--- src/rtl/fib_seq_gen.sv ---
// -----------------------------------------------------------------------------
// fib_seq_gen
// Expected-value generator: value = exp(k), where exp(0)=FIB_A0,
// exp(1)=FIB_A1, exp(k)=exp(k-1)+exp(k-2) mod 2^DATA_W.
// Ports:
//   clk   in  clock
//   reset in  synchronous active-high, same effect as load
//   load  in  restart the sequence at exp(0)
//   step  in  advance to the next term
//   value out current term
// -----------------------------------------------------------------------------
module fib_seq_gen #(
  parameter int                DATA_W = 32,
  parameter logic [DATA_W-1:0] FIB_A0 = '0,
  parameter logic [DATA_W-1:0] FIB_A1 = {{(DATA_W-1){1'b0}}, 1'b1}
) (
  input  logic              clk,
  input  logic              reset,
  input  logic              load,
  input  logic              step,
  output logic [DATA_W-1:0] value
);
  logic [DATA_W-1:0] r_cur;
  logic [DATA_W-1:0] r_nxt;

  always_ff @(posedge clk) begin
    if (reset || load) begin
      r_cur <= FIB_A0;
      r_nxt <= FIB_A1;
    end else if (step) begin
      r_cur <= r_nxt;
      r_nxt <= r_cur + r_nxt;
    end
  end

  assign value = r_cur;
endmodule

--- config.mk ---
export PLATFORM = sky130hd
export DESIGN_NAME = fib_seq_gen
export DESIGN_NICKNAME = d
export VERILOG_FILES = /design/src/rtl/fib_seq_gen.sv
export SDC_FILE = /design/constraint.sdc
export NUM_CORES = 1
export LEC_CHECK = 0
export ABC_AREA = 1
export ABC_CLOCK_PERIOD_IN_PS = 2300
export CORE_UTILIZATION = 35
export CTS_CLUSTER_SIZE = 10
export DETAILED_ROUTE_END_ITERATION = 12
export DONT_BUFFER_PORTS = 1
export PLACE_DENSITY_LB_ADDON = 0.15
export SKIP_CTS_REPAIR_TIMING = 1
export SYNTH_ARGS = -nofsm -noshare
export SYNTH_HDL_FRONTEND = slang
export SYNTH_SLANG_ARGS = --single-unit
--- constraint.sdc ---
create_clock -name clk -period 2.3 [get_ports clk]
set_clock_uncertainty 0.05 [all_clocks]
set_input_delay 0.69 -clock clk [delete_from_list [all_inputs] [get_ports clk]]
set_output_delay 0.69 -clock clk [all_outputs]
set_load 0.02 [all_outputs]
# ---- Word level (Yosys, flattened, before mapping)
# Cells that the tools add are included.
dict set report word_totals {
  output_inout_bits 32
  reg_bits 64
}
dict set report classes {
  n_reduce_logical 1
  addsub 1
}
# cell count
set ops {}
lappend ops {{adder 32 bit} 1}
lappend ops {{logical OR 1 bit} 1}

# ---- Logic depth before layout (Yosys ltp)
# Gate-level depths: netlist of run 1.
dict set report logic_depth {
  word_depth 1
  mapped_depth 13
  mapped_depth_nobuf 13
}

# ---- Least setup slack after synthesis of run 1
# No wires, ideal clock.
dict set report synth_timing {
  kind {reg2reg}
  start {reg r_cur[0] (netlist: value[0])}
  end {reg r_nxt[24]}
  period_less_slack_ns 1.913
  path_slack_ns 0.387
  arrival_time_ns 1.754
  path_buffers 0
  stages_incl_launch_ff 13
  t_required_ns 2.141
  path_cell_list {dfxtp_1 -> ha_1 -> fa_1 -> nand3_1 -> nand3_1 -> nand2_1 -> nand2_1 -> nand3_1 -> nand3_1 -> nand2_1 -> nand3_1 -> nand2_1 -> inv_1}
}
dict set report synth_via {
  elab_chain_cells 1
}
# item line
set synth_rtl {}
lappend synth_rtl {{start: declaration} 23} ;# logic [DATA_W-1:0] r_cur;
lappend synth_rtl {{start signal: assignment} 31} ;# r_cur <= r_nxt;
lappend synth_rtl {{adder 32 bit} 32} ;# r_nxt <= r_cur + r_nxt;
lappend synth_rtl {{end signal: assignment} 32}
lappend synth_rtl {{end: declaration} 24} ;# logic [DATA_W-1:0] r_nxt;
# Every way passes these cells.
# A chain may end at the register's enable or synchronous reset.

# ---- Worst setup path after layout of run 1
dict set report layout_timing {
  start {reg r_cur[24] (netlist: value[24])}
  end {reg r_nxt[27]}
}
# The elaborated chain is that of the path after synthesis.

==> summary.txt, run 1 <==
Global route
  • GRT Resource Usage Total: 19.57%
  • Vias in the first global route: 4381
  • Largest net degree at the start of global routing: 82
  • Grt total ovfl: 0
  • Initial antenna violation count: 0
  • First-pass GRT wire length: 21.59 mm

Routing
  • Final wirelength: 12.59 mm
  • First-pass iteration count of the detailed router: 4
  • Residual DRC count: 0
  • Via Count: 4524
  • Final ANT Viol Nets: 0
  • Iteration-0 DRC Markers: 249
  • Number of vias per cell: 4.551
  • Drt wl/cell: 12.66 um

Logic synthesis
  • Synth unique cells: 27
  • Synth top area cells: dfxtp_1 (27%), nand2_1 (20%), inv_1 (14%)
  • Post-synth top area share: 27.22%
  • FFs w/ async S/R, synth: 0%
  • Synth cell count leaders: nand2_1 (250), inv_1 (170), a21oi_1 (75)
  • Synth Register Bits: 64
  • Post-synth EDFFs: 0
  • Ys Warns: 0
  • Top-count cell post-synth: nand2_1
  • Synth Instances: 796
  • Net count after synthesis: 832
  • Mapped Area: 4707 um2
  • Mean Syn Cell Area: 5.913 um2
  • Dominant cell type by area after synthesis: dfxtp_1
  • Seq/Total Area, Yosys: 27.22%
  • Ys flop type: dfxtp_1

Critical path
  • Reg2Reg Depth: 10
  • CP startpoint: value[24]
  • CP endpoint kind: flop
  • Crit start category: flop
  • Reg2Reg Launch Point: value[24]
  • RR Endpoint: r_nxt[27]
  • Crit path to: r_nxt[27]
  • Kind of critical path: reg -> reg
  • R2R setup slack: 280 ps
  • WP data arrival: 2210 ps
  • CP max FO: 5
  • Critical Path RT: 2490 ps

Clock tree
  • Htree depth: 3
  • Worst-path clk slew: 60 ps
  • Cts bufs inserted: 9
  • Bufs on Longest Clock Path: 2
  • CTS Root Buffer Type: clkbuf_16
  • Clk_lat worst skew: 340 ps
  • CTS tree: done
  • CTS sink cnt: 64

STA
  • Final count of pins violating max slew: 0
  • Fin Setup TNS: 0 ps
  • Worst Tran Pin Value: 508.7 ps
  • Fin crit share: 87.88%
  • Crit path setup slack, layout: 278.7 ps
  • Final Hold Vio Count: 0
  • Minimum clock period: 2021 ps
  • RSZ-0062 raised after global routing: false
  • Slew HR: 66.08%
  • Fmax: 0.4947 GHz
  • Final setup fails: 0

Job
  • Max_cap viols: 0

Pwr
  • Peak VDD IR: 0.2891 mV
  • Power per Cell Area: 533.6 nW/um2
  • Power Total: 2.863 mW
  • Internal power: 2.164 mW
  • Static Leak: 3.073 nW
  • Combinational Power Share: 9.7%
  • Clock power share: 49.4%
  • Sw power: 0.6985 mW
  • Sequential Power Share: 40.9%
  • Sw Ratio: 24.40%

Floorplan
  • Core area: 13190 um2
  • Die Wd: 118.0 um
  • Die H: 118.0 um
  • Initial Util: 35.69%
  • # rows: 42
  • Ports: 36
  • Die footprint: 13920 um2

Final layout
  • P&R area growth vs syn: 13.98%
  • N_diodes: 0
  • Nets: 850
  • Share of cells above drive strength 1: 8.191%

Worst hold path
  • Hold Crit Class: in -> reg

Placement
  • IO buf count: 0
  • Place WS: 239.5 ps
  • RD Place Congestion: 0.8676
  • Post-DP HPWL: 9.693 mm

Outcome
  • Status: completed
layer usage:
metal	GRT usage [%]	wire length, um
met1	27.00	6498
met2	30.51	5577
met3	3.246	361
met4	7.131	149
met5	0	0
cells in the final DEF (no fill, tap or decap), drive strengths merged:
cell type  count
nand2        263
inv          171
a21oi         75
dfxtp         64
nor2          61
nand3         44
o21ai         38
ha            31
buf           27
xor2          14
clkbuf        12
nor3           3
o21bai         3
nand4          3
clkinv         3
a211oi         1
and2           1
a21o           1
xnor2          1
fa             1
bufinv         1
worst min path at each step:
stage | to | from | cells after the start | slack [ps]
after floorplan | value[2] | r_nxt[2] | 2 | 400
after global placement | value[21] | r_nxt[21] | 2 | 410
after detailed placement | value[13] | r_nxt[13] | 2 | 420
after CTS | value[16] | step | 1 | 370
after global routing | value[10] | step | 1 | 390
final | value[10] | step | 1 | 390
power groups by stage:
stage | combinational (mW) | sequential, mW | clock, mW
3_3_place_gp | 0.280 | 1.19 | 0
4_1_cts | 0.282 | 1.17 | 1.46
3_5_place_dp | 0.281 | 1.19 | 0
5_1_grt | 0.320 | 1.17 | 1.51
2_1_floorplan | 0.204 | 1.21 | 0
6_report | 0.278 | 1.17 | 1.41
kinds of logic (layout without fill, tap and decap cells):
family          after synthesis  in the layout  share of synthesized area [%]
xor+xnor                     15             15                          2.791
compound gates              118            118                          12.81
buf+inv                     192            214                          15.55
simple gates                375            375                          32.96
flops                        64             64                          27.22
fa+ha+maj                    32             32                          8.666
stage by stage:
step / hold WS, ps / utilization, % / area [um2] / cells
global placement: 413.7 / 38.33 / 5056 / 979
detailed placement: 419.3 / 38.33 / 5056 / 979
global route: 387.4 / 40.68 / 5365 / 994
finish: 389.7 / 40.68 / 5365 / 994
CTS: 374.1 / 40.66 / 5363 / 994
floorplan: 401.4 / - / 4707 / 796
cell type report:
type / instances / area [um2]
Sequential cell: 64 / 1281
Timing Repair Buffer: 27 / 215.2
Clock inverter: 3 / 40.04
Clock buffer: 12 / 266.5
Inverter: 172 / 645.6
Fill cell: 1452 / 7825
Multi-Input combinational cell: 540 / 2696
Tap cell: 176 / 220.2
critical path, cell delays in order, from the launching register on:
cell and delay, ps:
dfxtp_1 390, ha_1 440, nand2_1 130, nor2_1 210, inv_1 80, nor3_1 190, nand2_1 140, nand3_1 100
nand3_1 90, nand2_1 60, inv_1 30
sequential cells by signal, summed over array words and instances (netlist names):
signal and count:
r_nxt 32, value 32
Note: power is estimated with default switching activity, not from simulation.
==> run 2: changes to the inputs <==
--- a/config.mk
+++ b/config.mk
@@ -8,6 +8,7 @@
 export ABC_AREA = 1
 export ABC_CLOCK_PERIOD_IN_PS = 2300
 export CORE_UTILIZATION = 35
+export CTS_CLUSTER_DIAMETER = 40
 export CTS_CLUSTER_SIZE = 10
 export DETAILED_ROUTE_END_ITERATION = 12
 export DONT_BUFFER_PORTS = 1
==> results of run 2 <==
No change in the layout: final DEF, timing and power equal those of run 1.
==> run 3: changes to the inputs <==
--- a/config.mk
+++ b/config.mk
@@ -8,8 +8,8 @@
 export ABC_AREA = 1
 export ABC_CLOCK_PERIOD_IN_PS = 2300
 export CORE_UTILIZATION = 35
-export CTS_CLUSTER_DIAMETER = 40
-export CTS_CLUSTER_SIZE = 10
+export CTS_CLUSTER_DIAMETER = 150
+export CTS_CLUSTER_SIZE = 25
 export DETAILED_ROUTE_END_ITERATION = 12
 export DONT_BUFFER_PORTS = 1
 export PLACE_DENSITY_LB_ADDON = 0.15
==> results of run 3 <==
No change in the layout: final DEF, timing and power equal those of run 1.
